==> config.mk <==
export PLATFORM = sky130hd
export DESIGN_NAME = prog_loader
export DESIGN_NICKNAME = d
export VERILOG_FILES = /design/src/rtl/prog_pkg.sv /design/src/rtl/prog_timeout.sv /design/src/rtl/prog_loader.sv
export SDC_FILE = /design/constraint.sdc
export NUM_CORES = 1
export LEC_CHECK = 0
export BUFFER_PORTS_ARGS = -buffer_cell sky130_fd_sc_hd__buf_4
export CAP_MARGIN = 10
export CORE_MARGIN = 3
export CORE_UTILIZATION = 45
export DETAILED_ROUTE_END_ITERATION = 7
export SETUP_SLACK_MARGIN = 0.4
export SLEW_MARGIN = 20
export SYNTH_ARGS = -nofsm -noshare
export SYNTH_HDL_FRONTEND = slang
export SYNTH_HIERARCHICAL = 1
export SYNTH_SLANG_ARGS = --single-unit
==> constraint.sdc <==
create_clock -name clk_pix -period 7.2 [get_ports clk_pix]
set_input_delay 0.72 -clock clk_pix [delete_from_list [all_inputs] [get_ports clk_pix]]
set_output_delay 0.72 -clock clk_pix [all_outputs]
set_load 0.01 [all_outputs]
==> src/rtl/prog_pkg.sv <==
// Shared definitions for the render-program loader.
// Command codes, sync marker and loader FSM states.
package prog_pkg;

    localparam logic [7:0] SYNC_BYTE   = 8'hA5;
    localparam logic [7:0] CMD_LOAD    = 8'h01;
    localparam logic [7:0] CMD_SYM_ON  = 8'h02;
    localparam logic [7:0] CMD_SYM_OFF = 8'h03;

    typedef enum logic [2:0] {
        ST_IDLE,
        ST_CMD,
        ST_PAYLD,
        ST_CSUM,
        ST_CHECK
    } loader_state_t;

endpackage

==> src/rtl/prog_timeout.sv <==
// Inter-byte watchdog for the packet loader.
// Counts idle cycles while armed; expire flags the last allowed cycle.
module prog_timeout #(
    parameter int unsigned TIMEOUT_CYC = 1_000_000
) (
    input  logic clk_pix,
    input  logic rst_pix,
    input  logic en,
    input  logic xfer,
    output logic expire
);

    localparam int CW = $clog2(TIMEOUT_CYC);
    localparam logic [CW-1:0] LAST = CW'(TIMEOUT_CYC - 1);

    logic [CW-1:0] cnt;

    always_ff @(posedge clk_pix) begin
        if (rst_pix) begin
            cnt <= '0;
        end else if (!en || xfer) begin
            cnt <= '0;
        end else if (cnt != LAST) begin
            cnt <= cnt + 1'b1;
        end
    end

    assign expire = en && !xfer && (cnt == LAST);

endmodule

==> src/rtl/prog_loader.sv <==
// Byte-stream packet loader feeding the render datapath.
// Validated packets sit in a shadow register until the next frame start.
module prog_loader #(
    parameter int unsigned PROG_PAYLD_PKT_BITS = 48,
    parameter logic [7:0]  SYNC_BYTE = prog_pkg::SYNC_BYTE,
    parameter int unsigned TIMEOUT_CYC = 1_000_000
) (
    input  logic                           clk_pix,
    input  logic                           rst_pix,
    input  logic [7:0]                     rx_data,
    input  logic                           rx_valid,
    output logic                           rx_ready,
    input  logic                           frame_start,
    output logic [PROG_PAYLD_PKT_BITS-1:0] prog_buffer,
    output logic                           is_sym_mode,
    output logic                           pkt_err,
    output logic                           pkt_ok,
    output logic                           busy
);

    import prog_pkg::*;

    localparam int NB = PROG_PAYLD_PKT_BITS / 8;
    localparam int IW = $clog2(NB + 1);
    localparam int W  = PROG_PAYLD_PKT_BITS;

    loader_state_t state;
    logic [IW-1:0] idx;
    logic [7:0]    acc;
    logic [7:0]    csum_rx;
    logic [W-1:0]  stage_buf;
    logic          stage_load;
    logic          stage_mode;
    logic [W-1:0]  shadow_buf;
    logic          shadow_mode;
    logic          pending;
    logic          xfer;
    logic          expire;
    logic          armed;

    assign xfer  = rx_valid && rx_ready;
    assign armed = (state == ST_CMD) || (state == ST_PAYLD) ||
                   (state == ST_CSUM);
    assign busy  = (state != ST_IDLE);

    prog_timeout #(
        .TIMEOUT_CYC(TIMEOUT_CYC)
    ) u_timeout (
        .clk_pix(clk_pix),
        .rst_pix(rst_pix),
        .en     (armed),
        .xfer   (xfer),
        .expire (expire)
    );

    always_ff @(posedge clk_pix) begin
        if (rst_pix) begin
            state       <= ST_IDLE;
            idx         <= '0;
            acc         <= '0;
            csum_rx     <= '0;
            stage_buf   <= '0;
            stage_load  <= 1'b0;
            stage_mode  <= 1'b0;
            shadow_buf  <= '0;
            shadow_mode <= 1'b0;
            pending     <= 1'b0;
            prog_buffer <= '0;
            is_sym_mode <= 1'b0;
            rx_ready    <= 1'b0;
            pkt_err     <= 1'b0;
            pkt_ok      <= 1'b0;
        end else begin
            pkt_err <= 1'b0;
            pkt_ok  <= 1'b0;

            // Commit sees pending from before this edge; CHECK may re-arm it below.
            if (frame_start && pending) begin
                prog_buffer <= shadow_buf;
                is_sym_mode <= shadow_mode;
                pending     <= 1'b0;
            end

            unique case (state)
                ST_IDLE: begin
                    rx_ready <= 1'b1;
                    if (xfer && rx_data == SYNC_BYTE)
                        state <= ST_CMD;
                end
                ST_CMD: begin
                    if (expire) begin
                        pkt_err <= 1'b1;
                        state   <= ST_IDLE;
                    end else if (xfer) begin
                        acc <= rx_data;
                        unique case (rx_data)
                            CMD_LOAD: begin
                                idx        <= '0;
                                stage_load <= 1'b1;
                                stage_mode <= 1'b1;
                                state      <= ST_PAYLD;
                            end
                            CMD_SYM_ON: begin
                                stage_load <= 1'b0;
                                stage_mode <= 1'b1;
                                state      <= ST_CSUM;
                            end
                            CMD_SYM_OFF: begin
                                stage_load <= 1'b0;
                                stage_mode <= 1'b0;
                                state      <= ST_CSUM;
                            end
                            default: begin
                                pkt_err <= 1'b1;
                                state   <= ST_IDLE;
                            end
                        endcase
                    end
                end
                ST_PAYLD: begin
                    if (expire) begin
                        pkt_err <= 1'b1;
                        state   <= ST_IDLE;
                    end else if (xfer) begin
                        for (int i = 0; i < NB; i++)
                            if (idx == IW'(i))
                                stage_buf[8*i +: 8] <= rx_data;
                        acc <= acc ^ rx_data;
                        idx <= idx + 1'b1;
                        if (idx == IW'(NB - 1))
                            state <= ST_CSUM;
                    end
                end
                ST_CSUM: begin
                    if (expire) begin
                        pkt_err <= 1'b1;
                        state   <= ST_IDLE;
                    end else if (xfer) begin
                        csum_rx  <= rx_data;
                        rx_ready <= 1'b0;
                        state    <= ST_CHECK;
                    end
                end
                ST_CHECK: begin
                    rx_ready <= 1'b1;
                    state    <= ST_IDLE;
                    if (csum_rx == acc) begin
                        if (stage_load)
                            shadow_buf <= stage_buf;
                        shadow_mode <= stage_mode;
                        pending     <= 1'b1;
                        pkt_ok      <= 1'b1;
                    end else begin
                        pkt_err <= 1'b1;
                    end
                end
                default: state <= ST_IDLE;
            endcase
        end
    end

endmodule
======== Word level (Yosys, flattened, before mapping) ========
Index checks and enable logic that the tools add are counted.
word-level totals
  flip-flop bits (word level) ............. 194
  output and inout port bits .............. 53
  word-level logic and storage cells ...... 129
operators by class
  $add $sub $neg .......................... 2
  equality and inequality tests ........... 28
  muxes and demuxes ....................... 36
  bitwise logic cells ..................... 3
  reduce and logical (&&, ||, !) cells .... 39
operator list
  cell                                                                      count
  3-bit 2-to-1 mux                                                          13
  8-bit 2-to-1 mux                                                          4
  4-bit AND reduction                                                       8
  20-bit by 1-bit adder with 20-bit output (second input constant)          1
  20-bit equality test (second input constant)                              1
  20-bit inequality test (second input constant)                            1
  8-bit by 2-bit equality test with 1-bit output (second input constant)    2
  8-bit case mux with 2 select lines                                        1
  3-bit by 2-bit equality test with 1-bit output (second input constant)    4
  3-bit by 2-bit inequality test with 1-bit output (second input constant)  4
  3-bit case mux with 4 select lines                                        1
  2-bit OR reduction                                                        6
  1-bit 2-to-1 mux                                                          11
  5-bit AND reduction                                                       2
  3-bit equality test (second input constant)                               3
  3-bit AND reduction                                                       3
  8-bit by 1-bit equality test with 1-bit output (second input constant)    1
  8-bit equality test                                                       1
  8-bit equality test (second input constant)                               1
  2-bit by 1-bit inequality test with 1-bit output (second input constant)  4
  2-bit inequality test (second input constant)                             4
  2-bit nonzero test                                                        4
  8-bit XOR                                                                 1
  3-bit by 1-bit equality test with 1-bit output (second input constant)    2
  14 further kinds                                                          25

======== Depth between registers and ports, before layout ========
Gate-level depths: netlist of run 1.
  depth after elaboration ................. 7
  depth in mapped cells ................... 12
  gate-level depth less buffers ........... 9

======== Hierarchy ========
The synthesis of run 1 kept the hierarchy.
by module, submodules not included
  module        instances  cells each  area each (um^2)  sequential area each (um^2)
  prog_loader   1          759         7138.1            3483.3
  prog_timeout  1          110         967.2             400.4

======== Least setup slack after synthesis of run 1 ========
No wires, ideal clock.
  kind .................................... register to register
  start point ............................. reg u_timeout.cnt[0]
  end point ............................... reg stage_buf[24]
  setup time .............................. 128 ps
  data arrival time ....................... 2747 ps
  setup slack ............................. 4325 ps
  cell stages (with the launch flop) ...... 13
  cell sequence ........................... dfxtp_1 ha_1 and3_1 nand3_1 or4_1 buf_6 nor3b_2 and4bb_1 buf_4 buf_6 nand3_4 mux2i_1 nor2_1
between the ends
  word-level cells in the longest chain between the ends .. 4
ends and longest elaborated chain
  item                            RTL line            RTL
  start: declaration              prog_timeout.sv:16  logic [CW-1:0] cnt;
  start signal: assignment        prog_timeout.sv:24  cnt <= cnt + 1'b1;
  20-bit equality test            prog_timeout.sv:28  assign expire = en && !xfer && (cnt == LAST);
  1-bit logical AND               prog_timeout.sv:28
  net expire                      prog_loader.sv:38   logic expire;
  1-bit inverter (no line)        --
  4-bit AND reduction (no line)   --
  end signal: indexed assignment  prog_loader.sv:127  stage_buf[8*i +: 8] <= rx_data;
  end: declaration                prog_loader.sv:31   logic [W-1:0] stage_buf;
The timed path passes the listed nets, and every way through them passes these cells.
A chain may end at the register's enable or synchronous reset.

======== Final worst setup path of run 1 ========
  start point ............................. reg u_timeout.cnt[0]
  end point ............................... reg csum_rx[3]
between the ends
  word-level cells in the longest chain between the ends .. 4
ends and longest elaborated chain
  item                           RTL line            RTL
  20-bit equality test           prog_timeout.sv:28
  1-bit logical AND              prog_timeout.sv:28
  net expire                     prog_loader.sv:38
  1-bit inverter (no line)       --
  3-bit AND reduction (no line)  --
  end signal: assignment         prog_loader.sv:139  csum_rx <= rx_data;
  end: declaration               prog_loader.sv:30   logic [7:0] csum_rx;
The timed path passes the listed nets, and every way through them passes these cells.

==> metrics.cfg, run 1 <==
[status]
status = finished, final reports clean

[clocking]
ctsResizeCount = 0
cts-root-buf = clkbuf_16
cts-hold-fix-buffers = 0
clk_latency_ps = 440
cts-buffers-inserted = 17
cts.sinks = 194
cts_htree_levels = 4
cts_tree = done
clk_pin_slew_ps = 70
clk_path_buf_depth = 2
cts_setup_buffers = 0

[worst_setup_path]
path_cells = ha_1 > and3_1 > nand3_1 > or4_1 > nor3b_2 > and4bb_1 > and3_1 > mux2i_1 > nor2_1
regToRegEndpoint = csum_rx[3]
crit_required_ps = 7500
crit_slowest_cell = or4_1
worstRegToRegCells = 9
critPathMostFrequentCell = and3_1
rr_startpoint = u_timeout/cnt[0]
critPathMaxFanout = 16
r2r_slack_ps = 3570
startpoint_type = flop
timing.critical_path.buf_inv = 0
crit_family = simple AND/OR/NAND/NOR gates
critPathMaxStageDelay_ps = 740
crit_type = reg -> reg
endpoint_kind = flop
cp.arrival_ps = 3930

[cells_and_area]
final_cell_area_um2 = 9225
diodes = 0
final_nets = 915
regArea_um2 = 3884
drive_gt1_share_pct = 13.30
nFillCells = 1592
area_growth_syn_to_layout_pct = 13.82
multi_input_comb_area_um2 = 3900

[detailed_routing]
dr.pass1.iters = 5
wl_per_cell_um = 14.94
via_count = 5913
dr.first_iter.drc_count = 412
drc = 0
vias_per_cell = 5.210
drtAntennaViolNets = 0
routed_wl_um = 16960

[timing]
fin_crit_sh_pct = 50.43
fmax_ghz = 0.2754
slew_violations = 0
hold_violations = 0
finalWorstPathRequiredPeriod_ps = 3631
holdWs_ps = 451.3
rsz0062_at_grt = no
finClkSkew_ps = 18.05
slew_headroom_pct = 34.08
fin_tns_setup_ps = 0
setup-violations-final = 0
worstMarginPinSlew_ps = 985.3

[yosys]
synth-edff-count = 0
yosys.cell_types.count = 55
syn-num-nets = 887
synth_flop_cell = dfxtp_1
synthTopCellsByCount = dfxtp_1 (194), nand2_1 (109), mux2i_1 (107)
syn_inst = 869
ys_ff_latch = 194
yosys-top-cells-area = dfxtp_1 (48%), mux2i_1 (13%), nand2b_1 (7.7%)
netlist.area_leader.share_pct = 47.92
syn-cell-area_um2 = 8105
syn_avg_cell_area_um2 = 9.327
yosys_warnings = 6
yosysTopAreaCell = dfxtp_1
async_flop_share_pct = 0
yosysMostFrequentCell = dfxtp_1
ys_seq_area_share_pct = 47.92

[run]
maxCapViolCount = 0

[pwr]
p_comb_share_pct = 2.4
p_total_mw = 2.094
switching_share_pct = 21.69
powerDensity_nw_per_um2 = 227.0
vdd.ir_drop.worst_mv = 0.1683
power_frac_clock_pct = 46.4
p_leak_nw = 3.492
intPower_mw = 1.640
p_seq_share_pct = 51.2
p_switching_uw = 454.3

[global_route]
antenna_found_initial = 0
grt_max_degree = 134
grt_pass1_wl_um = 28180
grt_overflow_total = 0
grt_pass1_vias = 5691
grt_usage_pct = 17.57

[worst_hold_path]
min_path_type = reg -> reg
hold_end = prog_buffer[44]
worstHoldStart = shadow_buf[44]
hold_depth = 2

[floorplanning]
fp.dieH_um = 140.2
initial_utilization_pct = 46.38
core_region_area_um2 = 17480
die_area_um2 = 19660
num_rows = 48
ioPinCount = 65
die_w_um = 140.2

[placed_design]
placed_cell_area_um2 = 8613
port-buffer-count = 64
routabilityCongestion = 0.8471
dp.final_hpwl_um = 10880

## worst max path at each step
stage | startpoint | to | slack (ps) | cells after the start
after global routing | u_timeout/cnt[0] | csum_rx[7] | 3300 | 9
after global placement | u_timeout/cnt[0] | csum_rx[7] | 3770 | 9
after floorplan | u_timeout/cnt[0] | stage_buf[24] | 4330 | 12
after CTS | u_timeout/cnt[0] | csum_rx[3] | 3590 | 9
final | u_timeout/cnt[0] | csum_rx[3] | 3570 | 9
after detailed placement | u_timeout/cnt[0] | csum_rx[0] | 3580 | 9
## cell usage in the layout (no fill, tap or decap), drive strengths merged, types with 5 or more instances in the layout
cell type,n
buf,69
nand3,18
nand4,14
mux2i,107
nand2b,100
clkinv,7
or3,6
nor2b,5
a21oi,58
and3,9
xnor2,23
a31oi,7
o21ai,18
nand2,109
nor3,7
ha,6
clkbuf,18
dfxtp,194
nor2,80
inv,9
## kinds of logic after synthesis
kind of cell             after synthesis  share of synthesized area (%)
AO/OA/AOI/OAI                         98                          6.808
XOR/XNOR                              25                          2.701
adder cells (fa/ha/maj)                6                         0.9262
buffers and inverters                 67                          3.998
flip-flops                           194                          47.92
multiplexers                         107                          13.21
AND/OR/NAND/NOR                      372                          24.44
## power groups by stage
stage                     registers, mW  clock network [mW]  logic, mW
after floorplan                    1.10                   0     0.0344
after global placement             1.10                   0     0.0490
after detailed placement           1.10                   0     0.0498
after CTS                          1.07               0.996     0.0498
after global routing               1.07                1.04     0.0535
final                              1.07               0.972     0.0498
## metal layers
metal	up-vias	wire [um]	global-route usage, %
met2	126	8052	27.80
met3	27	731	3.721
met1	2783	7892	23.41
met5	-	0	0
met4	0	281	7.241
li1	2977	-	-
## flip-flops by register name, indices dropped and copies added (netlist names), 3 cells and up
register	cells
prog_buffer	48
shadow_buf	48
stage_buf	48
u_timeout/cnt	20
acc	8
csum_rx	8
idx	3
state	3
## worst reg2reg max path, delay by kind of cell, from the launching register on
kind / cells / cell delay (ps)
fa+ha+maj: 1 / 230
simple gates: 7 / 2640
mux: 1 / 230
flops: 1 / 400
## layout make-up
class	instances	area share, %
clock buffer	18	4.652
clock inverter	14	1.940
inverter	7	0.2848
timing repair buffer	69	5.696
multi-input combinational	608	42.28
tap	225	3.052
sequential	194	42.10
## through the flow
step,utilization (%),cells,worst slack (ps)
floorplan,-,869,4325
global placement,49.28,1103,3770
detailed placement,49.28,1103,3582
CTS,52.76,1135,3589
global route,52.78,1135,3298
finish,52.78,1135,3569
Power figures use the tool's default switching activity.
==> run 2, diff against run 1 <==
==> constraint.sdc (replaced) <==
create_clock -name clk_pix -period 3.6 [get_ports clk_pix]
set_input_delay 0.36 -clock clk_pix [delete_from_list [all_inputs] [get_ports clk_pix]]
set_output_delay 0.36 -clock clk_pix [all_outputs]
set_load 0.01 [all_outputs]
==> metrics.cfg, run 2 (synthesized netlist as in run 1, its figures left out) <==
[timing]
fmax_ghz = 0.3437  ; +25%
finalWorstPathRequiredPeriod_ps = 2909  ; -721.5 ps
fin_tns_setup_ps = 0  ; unchanged
slew_headroom_pct = 32.20  ; -1.9 points
setup-violations-final = 0  ; unchanged
finClkSkew_ps = 6.854  ; -11.19 ps
hold_violations = 0  ; unchanged
worst_slack_ps = 690.5  ; -2879 ps
worstMarginPinSlew_ps = 1017  ; +31.69 ps
fin_crit_sh_pct = 80.82  ; +30 points
slew_violations = 0  ; unchanged
rsz0062_at_grt = no

[global_route]
antenna_found_initial = 0  ; unchanged
grt_max_degree = 169  ; +26%
grt_usage_pct = 17.35  ; -0.22 points
grt_pass1_wl_um = 28030  ; -0.54%
grt_pass1_vias = 5694  ; +0.053%
grt_overflow_total = 0  ; unchanged

[detailed_routing]
via_count = 5848  ; -1.1%
dr.pass1.iters = 6  ; +1
wl_per_cell_um = 14.77  ; -1.1%
vias_per_cell = 5.148  ; -1.2%
drtAntennaViolNets = 0  ; unchanged
routed_wl_um = 16780  ; -1.1%
drc = 0  ; unchanged
dr.first_iter.drc_count = 396  ; -3.9%

[placed_design]
port-buffer-count = 64  ; unchanged
routabilityCongestion = 0.7992  ; -5.7%
dp_slack_ps = 350.5  ; -3231 ps
dp.final_hpwl_um = 10750  ; -1.2%

[clocking]
cts-hold-fix-buffers = 0  ; unchanged
clk_pin_slew_ps = 70  ; about the same
cts_tree = done
clk_path_buf_depth = 2  ; unchanged
clk_latency_ps = 430  ; about the same
cts-buffers-inserted = 17  ; unchanged
cts.sinks = 194  ; unchanged
cts_htree_levels = 4  ; unchanged
cts-root-buf = clkbuf_16

[worst_setup_path]
startpoint_type = flop
crit_required_ps = 3870  ; -3630 ps
cp.arrival_ps = 3180  ; -750 ps
endpoint_kind = flop
critPathMaxFanout = 15  ; -1
crit_type = reg -> reg

[floorplanning]
core_region_area_um2 = 17480  ; unchanged
die_w_um = 140.2  ; unchanged
num_rows = 48  ; unchanged
ioPinCount = 65  ; unchanged
die_area_um2 = 19660  ; unchanged
fp.dieH_um = 140.2  ; unchanged
initial_utilization_pct = 46.38  ; unchanged

[cells_and_area]
fin_util_pct = 52.61  ; -0.18 points
final_nets = 917  ; +0.22%
area_growth_syn_to_layout_pct = 13.43
largest_registers = prog_buffer (48), shadow_buf (48), stage_buf (48)
drive_gt1_share_pct = 13.39  ; +0.095 points
final_common_cell = dfxtp_1
final_cell_mix = dfxtp_1 (194), nand2_1 (108), mux2i_1 (107), nand2b_1 (100), nor2_1 (79)
nFillCells = 1620  ; +1.8%
diodes = 0  ; unchanged

[pwr]
vdd.ir_drop.worst_mv = 0.3107  ; +85%
p_leak_nw = 3.484  ; -0.24%
powerDensity_nw_per_um2 = 440.1  ; +94%

[status]
status = finished, final reports clean

[worst_hold_path]
min_path_type = in -> reg

[run]
maxCapViolCount = 0  ; unchanged

==> run 2: cell count changes in the layout (fill, tap and decap cells not counted), moves of 2 or more <==
cell       delta
buf_4         +3
clkinv_2      +2
bufinv_16     -2
clkinv_4      -4
clkbuf_8      +3
==> run 2: final cells by class <==
type / count / area, um2 / share of cell area (%)
well taps: 225 / 281.5 / 3.062
clock buffers: 22 / 474.2 / 5.158
repair buffers: 71 / 536.8 / 5.838
clock inverters: 9 / 81.33 / 0.8846
flip-flops and latches: 194 / 3884 / 42.24
multi-input cells: 608 / 3910 / 42.53
inverters: 7 / 26.28 / 0.2858
==> run 2: layer usage <==
layer	wire length (um)	global-route usage, %	part of all wire (%)	vias to the layer above
met5	0	0	0	-
met1	8292	23.48	49	2745
met3	582	4.097	3.5	22
met2	7633	27.55	45	101
met4	268	5.456	1.6	0
li1	-	-	-	2980
==> run 2: critical path: stages (launching register included) <==
cell and delay, ps:
dfxtp_1 410, ha_1 220, and3_1 210, nand3_1 130, or4_4 530, nor3b_4 260
and4bb_1 250, buf_4 220, nand4_4 210, mux2i_1 250, nor2_1 70
==> run 2: path summary, 6_finish.rpt <==
path                     from         endpoint  slack (ps)  cells after the start
min reg2reg    shadow_buf[13]  prog_buffer[13]         450                      2
min               frame_start          pending         310                      3
max          u_timeout/cnt[0]     stage_buf[6]         690                     10
max reg2reg  u_timeout/cnt[0]     stage_buf[6]         690                     10
==> run 2: where the power goes <==
part / internal (mW) / leakage (nW) / total [mW] / switching (mW)
clock: 1.00 / 0.268 / 1.80 / 0.798
sequential: 2.15 / 1.56 / 2.15 / 0.000959
combinational: 0.0322 / 1.65 / 0.0994 / 0.0672
total: 3.18 / 3.48 / 4.05 / 0.866
==> run 2: per-stage QoR <==
step | hold slack, ps | cells | total power, mW | cell area [um2]
floorplan | 432.3 | 869 | 2.264 | 8105
global placement | 442.8 | 1103 | 2.294 | 8613
detailed placement | 446.0 | 1103 | 2.296 | 8613
CTS | 287.5 | 1134 | 4.102 | 9179
global route | 292.2 | 1136 | 4.183 | 9194
finish | 307.0 | 1136 | 4.046 | 9194
==> run 2: timing repair <==
item | in CTS | in global routing
gates cloned | 0 | 0
pin swaps | 0 | 2
resized for setup | 2 | 0
endpoints found under the setup margin | 41 | 49
buffers inserted | 0 | 2
==> run 3, diff against run 2 <==
--- a/config.mk
+++ b/config.mk
@@ -10,6 +10,7 @@
 export CORE_MARGIN = 3
 export CORE_UTILIZATION = 45
 export DETAILED_ROUTE_END_ITERATION = 7
+export PLACE_DENSITY = 0.65
 export SETUP_SLACK_MARGIN = 0.4
 export SLEW_MARGIN = 20
 export SYNTH_ARGS = -nofsm -noshare
==> constraint.sdc (replaced) <==
create_clock -name clk_pix -period 2.5 [get_ports clk_pix]
set_input_delay 0.25 -clock clk_pix [delete_from_list [all_inputs] [get_ports clk_pix]]
set_output_delay 0.25 -clock clk_pix [all_outputs]
set_load 0.01 [all_outputs]
==> metrics.cfg, run 3 (synthesized netlist as in run 1, its figures left out) <==
[worst_setup_path]
critPathMaxStageDelay_ps = 560  ; +30 ps
startpoint_type = flop
crit_slowest_cell = or4_4
crit_family = simple AND/OR/NAND/NOR gates
path_cells = or3b_4 > or4_4 > nor3b_4 > buf_4 > buf_6 > nand4bb_4 > clkbuf_16 > nor2_4 > a31oi_1 > a311oi_1
rr_startpoint = u_timeout/cnt[15]
regToRegEndpoint = stage_load
cp.arrival_ps = 2750  ; -430 ps
worstRegToRegCells = 10  ; unchanged
timing.critical_path.buf_inv = 3  ; +2
r2r_slack_ps = 30  ; -660 ps
critPathMaxFanout = 5  ; -10
endpoint_kind = flop
crit_type = reg -> reg
crit_required_ps = 2780  ; -1090 ps

[cells_and_area]
area_growth_syn_to_layout_pct = 20.38
diodes = 0  ; unchanged
final_common_cell = dfxtp_1
final_cell_mix = dfxtp_1 (189), nand2_1 (109), mux2i_1 (107), nand2b_1 (100), buf_4 (91)
drive_gt1_share_pct = 19.62  ; +6.2 points
largest_registers = prog_buffer (48), shadow_buf (48), stage_buf (48)
final_nets = 948  ; +3.4%

[timing]
slew_headroom_pct = 42.95  ; +11 points
slew_violations = 0  ; unchanged
fin_tns_setup_ps = 0  ; unchanged
fmax_ghz = 0.4046  ; +18%
fin_crit_sh_pct = 98.86  ; +18 points
setup-violations-final = 0  ; unchanged
finalWorstPathRequiredPeriod_ps = 2472  ; -438.0 ps
finClkSkew_ps = 11.38  ; +4.530 ps
rsz0062_at_grt = yes
holdWs_ps = 182.0  ; -125.0 ps
worst_slack_ps = 28.47  ; -662.0 ps
worstMarginPinSlew_ps = 855.8  ; -161.2 ps
hold_violations = 0  ; unchanged

[clocking]
cts-root-buf = clkbuf_16
cts_tree = done
cts-hold-fix-buffers = 0  ; unchanged
cts_htree_levels = 4  ; unchanged
clk_latency_ps = 430  ; about the same
cts.sinks = 194  ; unchanged
cts-buffers-inserted = 17  ; unchanged
clk_pin_slew_ps = 70  ; about the same
clk_path_buf_depth = 2  ; unchanged

[detailed_routing]
vias_per_cell = 5.042  ; -2.1%
dr.pass1.iters = 4  ; -2
drtAntennaViolNets = 0  ; unchanged
wl_per_cell_um = 14.38  ; -2.6%
via_count = 5889  ; +0.70%
routed_wl_um = 16800  ; +0.12%
drc = 0  ; unchanged
dr.first_iter.drc_count = 321  ; -19%

[floorplanning]
fp.dieH_um = 140.2  ; unchanged
die_w_um = 140.2  ; unchanged
initial_utilization_pct = 46.38  ; unchanged
ioPinCount = 65  ; unchanged
num_rows = 48  ; unchanged
die_area_um2 = 19660  ; unchanged
core_region_area_um2 = 17480  ; unchanged

[global_route]
met2_usage_pct = 26.76  ; -0.78 points
grt_pass1_wl_um = 28010  ; about the same
antenna_found_initial = 0  ; unchanged
use_met1_pct = 23.94  ; +0.46 points
use_met3_pct = 4.268  ; +0.17 points
grt_pass1_vias = 5477  ; -3.8%
grt_overflow_total = 0  ; unchanged
grt_max_degree = 134  ; -21%
grt_usage_pct = 17.33  ; -0.019 points
globalRoute.busiestLayer = met2

[pwr]
powerDensity_nw_per_um2 = 617.5  ; +40%
vdd.ir_drop.worst_mv = 0.4771  ; +54%
p_leak_nw = 3.727  ; +7.0%
p_total_mw = 6.025  ; +49%

[worst_hold_path]
hold_end = stage_buf[3]
worstHoldStart = rx_data[3]
min_path_type = in -> reg
hold_depth = 3  ; unchanged

[placed_design]
port-buffer-count = 64  ; unchanged
dp_slack_ps = 35.44  ; -315.1 ps
routabilityCongestion = 0.7754  ; -3.0%
dp.final_hpwl_um = 10200  ; -5.1%

[status]
status = finished, final reports clean

[run]
maxCapViolCount = 0  ; unchanged

-- run 3: metrics by stage --
stage | instances | instance area, um2 | utilization [%]
floorplan | 869 | 8175 | -
global placement | 1123 | 8864 | 50.72
detailed placement | 1123 | 8864 | 50.72
CTS | 1167 | 9646 | 55.19
global route | 1168 | 9757 | 55.83
finish | 1168 | 9757 | 55.83
-- run 3: timing repair --
action,4_1_cts,5_1_grt
endpoints found under the setup margin,73,74
buffers inserted,9,1
gates resized for setup,15,29
pin swaps,10,23
cloned,3,0
-- run 3: cell type report --
type / count / area [um2]
timing repair buffer: 101 / 860.8
inverter: 7 / 26.28
tap: 225 / 281.5
fill: 1577 / 7720
multi-input combinational: 609 / 4100
clock inverter: 13 / 145.1
clock buffer: 19 / 452.9
sequential: 194 / 3890
-- run 3: how the worst max path moves through the flow --
stage,slack (ps),from,endpoint,depth (start not counted)
floorplan,-70,u_timeout/cnt[14],stage_buf[24],10
global placement,50,u_timeout/cnt[1],stage_buf[40],10
detailed placement,40,u_timeout/cnt[14],csum_rx[0],8
CTS,40,u_timeout/cnt[15],acc[1],10
global route,-90,u_timeout/cnt[15],stage_buf[15],8
finish,30,u_timeout/cnt[15],stage_load,10
-- run 3: where the power goes --
group	leakage, nW	switching (mW)	total, mW	internal, mW
sequential	1.56	0.00172	3.09	3.09
combinational	1.87	0.109	0.177	0.0684
clock	0.292	1.21	2.76	1.54
total	3.73	1.32	6.02	4.70
-- run 3: tightest hold or removal path, cell delays in order --
cell     delay, ps
buf_4          170
mux2i_1         90
nor2_1          70
-- run 3: layer usage --
metal,share of wire [%],up-vias
li1,-,3048
met1,49,2742
met2,46,79
met3,3.5,20
met4,1.3,0
met5,0,-
